File: src/rtl/bcd_stopwatch_ctrl.sv
// Stopwatch controller: IDLE/RUN/PAUSE FSM driving a cascaded BCD counter
// with lap capture and a sticky wrap-around flag. All outputs are registered.
module bcd_stopwatch_ctrl #(
  parameter int unsigned DIGITS = 4
) (
  input  logic                  clk,
  input  logic                  rst_n,
  input  logic                  tick,
  input  logic                  start,
  input  logic                  stop,
  input  logic                  clear,
  input  logic                  lap,
  output logic [4*DIGITS-1:0]   count,
  output logic [4*DIGITS-1:0]   lap_val,
  output logic                  lap_valid,
  output logic                  running,
  output logic                  ovf,
  output logic [1:0]            state
);

  typedef enum logic [1:0] {
    IDLE  = 2'b00,
    RUN   = 2'b01,
    PAUSE = 2'b10,
    BAD   = 2'b11
  } state_t;

  state_t               st, st_nxt;
  logic [4*DIGITS-1:0]  cnt_inc;
  logic                 all_nine;

  assign state = st;

  // Ripple BCD increment; carry out of the top digit means all digits were 9.
  always_comb begin
    logic carry;
    carry   = 1'b1;
    cnt_inc = count;
    for (int unsigned i = 0; i < DIGITS; i++) begin
      if (carry) begin
        if (count[4*i +: 4] >= 4'd9) begin
          cnt_inc[4*i +: 4] = 4'd0;
        end else begin
          cnt_inc[4*i +: 4] = count[4*i +: 4] + 4'd1;
          carry             = 1'b0;
        end
      end
    end
    all_nine = carry;
  end

  // Stop outranks start even where stop itself has no effect (IDLE/PAUSE).
  always_comb begin
    st_nxt = st;
    if (clear) begin
      st_nxt = IDLE;
    end else begin
      case (st)
        IDLE:    if (start && !stop) st_nxt = RUN;
        RUN:     if (stop)           st_nxt = PAUSE;
        PAUSE:   if (start && !stop) st_nxt = RUN;
        default:                     st_nxt = IDLE;
      endcase
    end
  end

  always_ff @(posedge clk or negedge rst_n) begin
    if (!rst_n) begin
      st        <= IDLE;
      running   <= 1'b0;
      count     <= '0;
      lap_val   <= '0;
      lap_valid <= 1'b0;
      ovf       <= 1'b0;
    end else begin
      st        <= st_nxt;
      running   <= (st_nxt == RUN);
      lap_valid <= 1'b0;
      if (clear) begin
        count   <= '0;
        lap_val <= '0;
        ovf     <= 1'b0;
      end else if (st == BAD) begin
        count <= '0;
      end else begin
        if (st == RUN && tick) begin
          count <= cnt_inc;
          if (all_nine) ovf <= 1'b1;
        end
        if (lap && (st == RUN || st == PAUSE)) begin
          lap_val   <= count;
          lap_valid <= 1'b1;
        end
      end
    end
  end

endmodule

File: config.mk
export PLATFORM = sky130hd
export DESIGN_NAME = bcd_stopwatch_ctrl
export DESIGN_NICKNAME = d
export VERILOG_FILES = /design/src/rtl/bcd_stopwatch_ctrl.sv
export SDC_FILE = /design/constraint.sdc
export NUM_CORES = 1
export LEC_CHECK = 0
export CELL_PAD_IN_SITES_DETAIL_PLACEMENT = 1
export CELL_PAD_IN_SITES_GLOBAL_PLACEMENT = 1
export CORE_AREA = 2 2 66 93
export DETAILED_ROUTE_END_ITERATION = 7
export DIE_AREA = 0 0 68 95
export PLACE_DENSITY_LB_ADDON = 0.15
export SKIP_CTS_REPAIR_TIMING = 1
export SLEW_MARGIN = 10
export SYNTH_ARGS = -nofsm -noshare
export SYNTH_HDL_FRONTEND = slang
export SYNTH_SLANG_ARGS = --single-unit
File: constraint.sdc
create_clock -name clk -period 1.8 [get_ports clk]
set_clock_uncertainty 0.05 [all_clocks]
set_input_delay 0.36 -clock clk [delete_from_list [all_inputs] [get_ports clk]]
set_output_delay 0.36 -clock clk [all_outputs]
set_load 0.02 [all_outputs]
[Word level (Yosys, flattened, before mapping)]
Index checks and enable logic that the tools add are counted.
Operators by class
  shift-type cells: 0
  reduce and logical (&&, ||, !) cells: 19
  multipliers: 0
  divide/modulo/power cells: 0
  bitwise logic cells: 0
  muxes and demuxes: 31
  $add $sub $neg: 4
  equality and inequality tests: 5
  $lt $le $gt $ge: 4
Operators with widths (count)
  $mux 16: 6
  $mux 4: 7
  $add 4x1->4 const B: 4
  $ge 4x4->1 const B: 4
  $mux 1: 14
  $reduce_bool 3->1: 4
  $reduce_and 2->1: 4
  $mux 2: 3
  $reduce_bool 2->1: 3
  $eq 2x1->1 const B: 2
  $eq 2x2->1 const B: 2
  $pmux 2 s2: 1
  $logic_and 1x1->1: 3
  $reduce_and 3->1: 1
  $logic_not 2->1: 1
  $ne 2x2->1 const B: 1
  $reduce_or 2->1: 1
  $logic_not 1->1: 1
  $logic_or 1x1->1: 1
Word-level totals
  bits in latches: 0
  memories: 0
  logic and storage cells: 72
  memory bits (read-only): 0
  input port bits: 7
  memory bits (writable): 0
  register bits: 37

[Logic depth before layout (Yosys ltp)]
Gate-level depths: netlist of run 1.
  word-level depth: 9
  depth in mapped cells: 7
  mapped depth without buffers: 6

[Worst setup path before layout of run 1]
Ideal clock, no wire load.
  path kind: reg2reg
  from: register count[1]
  to: register count[11]
  arrival: 1721 ps
  data required time: 1620 ps
  slack: -101 ps
  period minus slack after synthesis: 1901 ps
  path buffers: 1
  stages on the path, launching flop included: 8
  path through: dfrtp_1 -> inv_1 -> ha_1 -> or3b_4 -> and4_4 -> buf_6 -> a41oi_2 -> nor3_1
On the way
  longest elaborated chain between the ends: 5
Ends and longest elaborated chain
  start, declared: line 13  | output logic [4*DIGITS-1:0] count,
  start signal, assigned: line 87  | count <= cnt_inc;
  $ge 4x4->1: line 41  | if (count[4*i +: 4] >= 4'd9) begin
  $mux 1: line 41
  $mux 1: line 40  | if (carry) begin
  $reduce_bool 3->1 (no source line)
  $reduce_and 2->1 (no source line)
Every way passes these cells.
A chain may end at the register's enable or synchronous reset.

[Worst setup path in the final report of run 1]
  from: register count[4]
  to: register count[6]
On the way
  longest elaborated chain between the ends: 6
  elaborated cells on any way between the ends: 7
  classes of those cells: add/sub (1); order compare (1); mux (5)
Ends and longest elaborated chain
  $add 4x1->4 / $ge 4x4->1 (equally long branches): line 44, 41
  $mux 4 (*): line 41
  $mux 4 (*): line 40
  $mux 16 (*): line 86  | if (st == RUN && tick) begin
  $mux 16 (*): line 83  | end else if (st == BAD) begin
  $mux 16 (*): line 79  | if (clear) begin
Every way passes the cells marked *; elsewhere a longest branch is shown, timed or not. The select of a mux whose other input is x is not followed.

==> results of run 1 <==
[worst max-delay path, stage by stage (launching register included)]
cell	delay (ns)
sky130_fd_sc_hd__dfrtp_2	0.43
sky130_fd_sc_hd__ha_1	0.20
sky130_fd_sc_hd__or3b_4	0.41
sky130_fd_sc_hd__a211oi_2	0.32
sky130_fd_sc_hd__nand3b_1	0.11
sky130_fd_sc_hd__a21oi_1	0.15
[routing by layer]
layer	vias to the layer above	global-route usage, %	part of all wire, %
li1	747	-	-
met1	800	20.3	41
met2	33	30.3	54
met3	6	3.34	3.2
met4	0	5.50	1.3
met5	-	0	0
[cell usage in the layout (no fill, tap or decap), types with 2 or more instances in the layout]
cell type and instances:
sky130_fd_sc_hd__dfrtp_1 33, sky130_fd_sc_hd__clkdlybuf4s50_1 30, sky130_fd_sc_hd__buf_4 20, sky130_fd_sc_hd__a22o_1 16, sky130_fd_sc_hd__nor2_1 13, sky130_fd_sc_hd__a21oi_1 13, sky130_fd_sc_hd__ha_1 13, sky130_fd_sc_hd__dlymetal6s2s_1 12
sky130_fd_sc_hd__inv_1 11, sky130_fd_sc_hd__o21ai_0 7, sky130_fd_sc_hd__clkbuf_8 6, sky130_fd_sc_hd__nand2_1 5, sky130_fd_sc_hd__inv_2 4, sky130_fd_sc_hd__nor3_1 4, sky130_fd_sc_hd__nand3_1 4, sky130_fd_sc_hd__nand4_1 4
sky130_fd_sc_hd__dfrtp_2 4, sky130_fd_sc_hd__nor3b_1 2, sky130_fd_sc_hd__or3b_4 2, sky130_fd_sc_hd__a22oi_1 2, sky130_fd_sc_hd__and3_1 2, sky130_fd_sc_hd__a31oi_1 2, sky130_fd_sc_hd__o31a_1 2, sky130_fd_sc_hd__nand3b_1 2
sky130_fd_sc_hd__o31ai_1 2, sky130_fd_sc_hd__ha_4 2
[worst max-delay path by stage]
stage	startpoint	end	slack (ns)
finish	count[4]$_DFFE_PN0P_	count[6]$_DFFE_PN0P_	0.05
global route	state[1]$_DFF_PN0_	count[11]$_DFFE_PN0P_	0.0001
CTS	count[8]$_DFFE_PN0P_	count[8]	-0.07
detailed placement	clear	lap_val[7]$_DFFE_PN0P_	-0.12
global placement	clear	lap_val[15]$_DFFE_PN0P_	-0.06
floorplan	count[5]$_DFFE_PN0P_	count[11]$_DFFE_PN0P_	0.005
[power by group]
part	internal [mW]	switching [mW]	total (mW)
clock	0.304	0.284	0.588
sequential	0.838	0.00490	0.843
combinational	0.0617	0.0896	0.151
[layout make-up]
cell class / instances / area, µm² / share of cell area (%)
timing repair buffer: 65 / 637 / 23.8
tap: 70 / 87.6 / 3.27
inverter: 15 / 56.3 / 2.10
clock buffer: 7 / 86.3 / 3.22
multi-input combinational: 113 / 880 / 32.9
sequential: 37 / 931 / 34.8
[cells by family after synthesis]
kind of cell / share of synthesized area [%]
buf+inv: 4.69
mux: 0.543
flops: 50.3
compound gates: 20.4
simple gates: 13.2
fa+ha+maj: 10.9
[registers in the layout, indices dropped and copies added, names as in the netlist]
name       flops
count         16
lap_val       16
state          2
lap_valid      1
ovf            1
running        1
==> impl_metrics.prom, run 1 <==
# TYPE chip_impl_metric gauge
chip_impl_metric{name="via_count_of_the_first_global_routing_pass",unit=""} 1684
chip_impl_info{name="outcome",value="finished clean"} 1
chip_impl_metric{name="power.leakage",unit="nW"} 1.38
chip_impl_info{name="yosysMostFrequentCell",value="sky130_fd_sc_hd__dfrtp_1"} 1
chip_impl_metric{name="route.vias.total",unit=""} 1586
chip_impl_metric{name="synth_seq_area_share",unit="%"} 50.3
chip_impl_metric{name="setup-tns-final",unit="ns"} 0
chip_impl_info{name="grt_setup_unrepaired",value="false"} 1
chip_impl_metric{name="grt_remaining_overflow",unit=""} 0
chip_impl_metric{name="final_area",unit="mm²"} 0.00268
chip_impl_metric{name="grt_util_all_layers",unit="%"} 17.2
chip_impl_metric{name="finalSetupViolations",unit=""} 0
chip_impl_metric{name="setup_slack",unit="ns"} 0.0547
chip_impl_metric{name="max_cap_viol_count",unit=""} 0
chip_impl_metric{name="port-buffer-count",unit=""} 43
chip_impl_metric{name="clock_sinks",unit=""} 37
chip_impl_metric{name="crit_path_max_fanout",unit=""} 4
chip_impl_info{name="cts_tree",value="done"} 1
chip_impl_metric{name="post_route_cells_drive_above_1_share",unit="%"} 20.7
chip_impl_info{name="reg_to_reg_startpoint",value="count[4]$_DFFE_PN0P_"} 1
chip_impl_metric{name="drt_iter0_markers",unit=""} 45
chip_impl_metric{name="chipWidth",unit="µm"} 68
chip_impl_metric{name="synth.top_cell.area_share",unit="%"} 50.3
chip_impl_metric{name="antenna_cells_inserted",unit=""} 0
chip_impl_info{name="clk_root_buffer_cell",value="sky130_fd_sc_hd__clkbuf_8"} 1
chip_impl_metric{name="final.min_clock_period",unit="ns"} 1.75
chip_impl_metric{name="hold-worst-slack",unit="ns"} 0.0379
chip_impl_metric{name="yosys.cell_types.count",unit=""} 34
chip_impl_metric{name="asyncSetResetFlopFracSynth",unit="%"} 100
chip_impl_metric{name="reg2regPathDepth",unit=""} 5
chip_impl_metric{name="postLayoutCoreUtil",unit="%"} 47.0
chip_impl_info{name="primary_flip_flop_cell_chosen_by_synthesis_mapping",value="sky130_fd_sc_hd__dfrtp_1"} 1
chip_impl_metric{name="final.period_utilization",unit="%"} 97.0
chip_impl_metric{name="number_of_buffers_created_by_cts",unit=""} 5
chip_impl_metric{name="route.final.wire_length",unit="µm"} 5180
chip_impl_metric{name="netlist_instances",unit=""} 170
chip_impl_metric{name="final-instance-count-excl-fill",unit=""} 307
chip_impl_metric{name="grt_first_pass_wirelength",unit="µm"} 8250
chip_impl_info{name="post_synth_main_area_contributors",value="sky130_fd_sc_hd__dfrtp_1 50%, sky130_fd_sc_hd__ha_1 11%, sky130_fd_sc_hd__a22o_1 7.6%"} 1
chip_impl_metric{name="clockBufferDepth",unit=""} 2
chip_impl_metric{name="worst-endpoint-arrival",unit="ns"} 1.91
chip_impl_metric{name="synth_area",unit="mm²"} 0.00184
chip_impl_metric{name="route.antenna.remaining_nets",unit=""} 0
chip_impl_info{name="timing.rr.end",value="count[6]$_DFFE_PN0P_"} 1
chip_impl_metric{name="nets",unit=""} 260
chip_impl_metric{name="worst-slew-pin-transition",unit="ns"} 0.637
chip_impl_metric{name="cts_htree_levels",unit=""} 2
chip_impl_metric{name="edff_count_synth",unit=""} 0
chip_impl_metric{name="filler_cell_count",unit=""} 648
chip_impl_metric{name="placed_cells",unit=""} 299
chip_impl_metric{name="detail_route.wl_per_cell",unit="µm"} 16.9
chip_impl_info{name="setup.worst_path.class",value="reg2reg"} 1
chip_impl_metric{name="floorplan.initialDensity",unit="%"} 32.3
chip_impl_metric{name="post-layout-total-power",unit="mW"} 1.58
chip_impl_info{name="start_kind",value="register"} 1
chip_impl_metric{name="dieHeight",unit="µm"} 95
chip_impl_metric{name="antenna_found_initial",unit=""} 0
chip_impl_metric{name="pre_cts_slack",unit="ns"} -0.120
chip_impl_metric{name="core-area",unit="mm²"} 0.00570
chip_impl_metric{name="max-vdd-ir-drop",unit="mV"} 0.354
chip_impl_metric{name="grt_start_max_net_pins",unit=""} 29
chip_impl_metric{name="drt_drc_violations_left",unit=""} 0
chip_impl_metric{name="hold_viol",unit=""} 0
chip_impl_metric{name="postSynthRegisterBits",unit=""} 37
chip_impl_metric{name="design.portCount",unit=""} 44
chip_impl_metric{name="maxSlewViolCount",unit=""} 0
chip_impl_metric{name="area_delta_synth_final",unit="%"} 45.4
chip_impl_metric{name="row_count",unit=""} 33
chip_impl_metric{name="slew_headroom",unit="%"} 57.6
chip_impl_metric{name="syn-mean-instance-area",unit="µm²"} 10.8
chip_impl_metric{name="floorplan.die_area",unit="mm²"} 0.00646
chip_impl_metric{name="instance_area_at_placement",unit="mm²"} 0.00251
chip_impl_metric{name="clk_pin_slew",unit="ns"} 0.07
chip_impl_info{name="yosys-top-cells-count",value="37 x sky130_fd_sc_hd__dfrtp_1, 16 x sky130_fd_sc_hd__a22o_1, 16 x sky130_fd_sc_hd__ha_1, 15 x sky130_fd_sc_hd__inv_1, 14 x sky130_fd_sc_hd__a21oi_1"} 1
chip_impl_metric{name="drt-vias-per-instance",unit=""} 5.17
chip_impl_metric{name="clock.fmax",unit="GHz"} 0.573
chip_impl_info{name="synth_area_leader_cell",value="sky130_fd_sc_hd__dfrtp_1"} 1
chip_impl_metric{name="worst-endpoint-required",unit="ns"} 1.96
chip_impl_metric{name="hpwl",unit="µm"} 3800
chip_impl_metric{name="setup.reg_to_reg.worst_slack",unit="ns"} 0.05
chip_impl_metric{name="drt_pass1_iterations",unit=""} 4
chip_impl_metric{name="routabilityCongestion",unit=""} 0.820
chip_impl_info{name="endpoint_type_of_the_worst_setup_path",value="register"} 1
chip_impl_metric{name="mappedNetlistNets",unit=""} 193
chip_impl_metric{name="insertion_delay",unit="ns"} 0.28
chip_impl_info{name="worst_min_delay_path_category",value="in2async"} 1
chip_impl_metric{name="ys_warn_count",unit=""} 0
chip_impl_metric{name="power_density",unit="mW/mm²"} 591
Power figures use the tool's default switching activity.
==> run 2, diff against run 1 <==
--- a/config.mk
+++ b/config.mk
@@ -7,9 +7,9 @@
 export LEC_CHECK = 0
 export CELL_PAD_IN_SITES_DETAIL_PLACEMENT = 1
 export CELL_PAD_IN_SITES_GLOBAL_PLACEMENT = 1
-export CORE_AREA = 2 2 66 93
+export CORE_AREA = 3 3 67 94
 export DETAILED_ROUTE_END_ITERATION = 7
-export DIE_AREA = 0 0 68 95
+export DIE_AREA = 0 0 70 97
 export PLACE_DENSITY_LB_ADDON = 0.15
 export SKIP_CTS_REPAIR_TIMING = 1
 export SLEW_MARGIN = 10
==> impl_metrics.prom, run 2 (synthesis gave the netlist of run 1 again) <==
# TYPE chip_impl_metric gauge
chip_impl_metric{name="route.final.wire_length",unit="µm"} 5200
chip_impl_metric{name="floorplan.die_area",unit="mm²"} 0.00679
chip_impl_info{name="endpoint_type_of_the_worst_setup_path",value="register"} 1
chip_impl_metric{name="grt_util_all_layers",unit="%"} 16.0
chip_impl_metric{name="cts_htree_levels",unit=""} 2
chip_impl_metric{name="multiInputGateArea",unit="µm²"} 877
chip_impl_info{name="outcome",value="finished clean"} 1
chip_impl_info{name="grt_setup_unrepaired",value="true"} 1
chip_impl_metric{name="crit_path_max_fanout",unit=""} 6
chip_impl_metric{name="worst-slew-pin-transition",unit="ns"} 0.494
chip_impl_metric{name="postLayoutCoreUtil",unit="%"} 48.5
chip_impl_metric{name="drt_drc_violations_left",unit=""} 0
chip_impl_metric{name="design.portCount",unit=""} 44
chip_impl_info{name="clk_root_buffer_cell",value="sky130_fd_sc_hd__clkbuf_8"} 1
chip_impl_info{name="cts_tree",value="done"} 1
chip_impl_metric{name="dieHeight",unit="µm"} 97
chip_impl_metric{name="hpwl",unit="µm"} 3840
chip_impl_info{name="cp_cell_sequence",value="ha_2 -> or3b_4 -> nand4_1 -> nor2_2 -> a32o_1"} 1
chip_impl_metric{name="max_cap_viol_count",unit=""} 0
chip_impl_metric{name="final.min_clock_period",unit="ns"} 1.80
chip_impl_metric{name="hold_viol",unit=""} 0
chip_impl_metric{name="drt_iter0_markers",unit=""} 58
chip_impl_metric{name="worst-endpoint-required",unit="ns"} 1.92
chip_impl_metric{name="drt_pass1_iterations",unit=""} 4
chip_impl_metric{name="via_count_of_the_first_global_routing_pass",unit=""} 1810
chip_impl_metric{name="area_delta_synth_final",unit="%"} 45.6
chip_impl_metric{name="antenna_cells_inserted",unit=""} 0
chip_impl_metric{name="worst-endpoint-arrival",unit="ns"} 1.92
chip_impl_metric{name="final-instance-count-excl-fill",unit=""} 305
chip_impl_metric{name="final.period_utilization",unit="%"} 100
chip_impl_metric{name="drt-vias-per-instance",unit=""} 5.31
chip_impl_metric{name="core-area",unit="mm²"} 0.00553
chip_impl_metric{name="finalSetupViolations",unit=""} 0
chip_impl_metric{name="floorplan.initialDensity",unit="%"} 33.3
chip_impl_info{name="setup.worst_path.class",value="reg2reg"} 1
chip_impl_metric{name="filler_cell_count",unit=""} 609
chip_impl_metric{name="reg2regPathDepth",unit=""} 5
chip_impl_metric{name="clock.fmax",unit="GHz"} 0.556
chip_impl_metric{name="clock_sinks",unit=""} 37
chip_impl_metric{name="number_of_buffers_created_by_cts",unit=""} 5
chip_impl_metric{name="row_count",unit=""} 32
chip_impl_metric{name="nets",unit=""} 259
chip_impl_metric{name="port-buffer-count",unit=""} 43
chip_impl_metric{name="antenna_found_initial",unit=""} 0
chip_impl_metric{name="post_route_cells_drive_above_1_share",unit="%"} 21.9
chip_impl_metric{name="slew_headroom",unit="%"} 67.1
chip_impl_metric{name="power.leakage",unit="nW"} 1.45
chip_impl_metric{name="power_density",unit="mW/mm²"} 582
chip_impl_metric{name="insertion_delay",unit="ns"} 0.28
chip_impl_info{name="mostFrequentLayoutCells",value="32 x sky130_fd_sc_hd__dfrtp_1, 26 x sky130_fd_sc_hd__clkdlybuf4s50_1, 19 x sky130_fd_sc_hd__buf_4"} 1
chip_impl_metric{name="placed_cells",unit=""} 295
chip_impl_metric{name="grt_remaining_overflow",unit=""} 0
chip_impl_info{name="worst_min_delay_path_category",value="in2async"} 1
chip_impl_metric{name="route.vias.total",unit=""} 1619
chip_impl_metric{name="detail_route.wl_per_cell",unit="µm"} 17.0
chip_impl_info{name="crit_path_top_delay_cell",value="sky130_fd_sc_hd__or3b_4"} 1
chip_impl_metric{name="grt_start_max_net_pins",unit=""} 38
chip_impl_metric{name="clockBufferDepth",unit=""} 2
chip_impl_metric{name="route.antenna.remaining_nets",unit=""} 0
chip_impl_metric{name="clk_pin_slew",unit="ns"} 0.08
chip_impl_metric{name="grt_first_pass_wirelength",unit="µm"} 8830
chip_impl_metric{name="chipWidth",unit="µm"} 70
chip_impl_metric{name="maxSlewViolCount",unit=""} 0
chip_impl_metric{name="max-vdd-ir-drop",unit="mV"} 0.360
chip_impl_metric{name="cp_slowest_stage_delay",unit="ns"} 0.44
chip_impl_metric{name="routabilityCongestion",unit=""} 0.754
chip_impl_info{name="final_common_cell",value="sky130_fd_sc_hd__dfrtp_1"} 1
chip_impl_metric{name="layout.area.seq",unit="µm²"} 932
chip_impl_metric{name="setup-tns-final",unit="ns"} 0
chip_impl_info{name="start_kind",value="register"} 1
## run 2: layout make-up
| class | count | area share [%] |
|---|---|---|
| clock inverters | 2 | 0.373 |
| inverters | 15 | 2.10 |
| flip-flops and latches | 37 | 34.8 |
| well taps | 68 | 3.17 |
| clock buffers | 6 | 2.71 |
| multi-input cells | 113 | 32.7 |
| repair buffers | 64 | 24.2 |
## run 2: report_power, final
group / switching (mW) / internal [mW]
Sequential: 0.00372 / 0.838
Clock: 0.296 / 0.269
Combinational: 0.0909 / 0.0642
## run 2: per-stage QoR
step                      total power, mW  worst slack (ns)  cell area, µm²  hold WS, ns
after floorplan                     0.924           0.00495            1850       0.0144
after global routing                 1.64           -0.0611            2680        0.110
after global placement               1.01           -0.0761            2500        0.389
final                                1.56         0.0000966            2680       0.0652
after detailed placement             1.01            -0.138            2500        0.397
after CTS                            1.58           -0.0925            2580       0.0798
## run 2: worst paths after layout
| path | start | to | slack [ns] |
|---|---|---|---|
| max | count[4]$_DFFE_PN0P_ | ovf$_DFFE_PN0P_ | 0.0001 |
| min | rst_n | lap_val[13]$_DFFE_PN0P_ | 0.07 |
| max reg2reg | count[4]$_DFFE_PN0P_ | ovf$_DFFE_PN0P_ | 0.0001 |
| min reg2reg | ovf$_DFFE_PN0P_ | ovf$_DFFE_PN0P_ | 0.45 |
| max in group asynchronous | rst_n | count[4]$_DFFE_PN0P_ | 1.26 |
| min in group clk | ovf$_DFFE_PN0P_ | ovf$_DFFE_PN0P_ | 0.45 |
## run 2: per-layer routing
layer	share of wire (%)	up-vias	global-route usage, %
met5	0	-	0
met4	0.69	0	5.16
met2	55	34	29.2
met3	3.8	2	3.43
met1	41	827	18.1
li1	-	756	-
## run 2: worst max-delay path: cells and delay by family (launching register included)
kind                     cells  cell delay [ns]
AND/OR/NAND/NOR              3             0.78
flip-flops                   1             0.43
AO/OA/AOI/OAI                1             0.25
adder cells (fa/ha/maj)      1             0.18
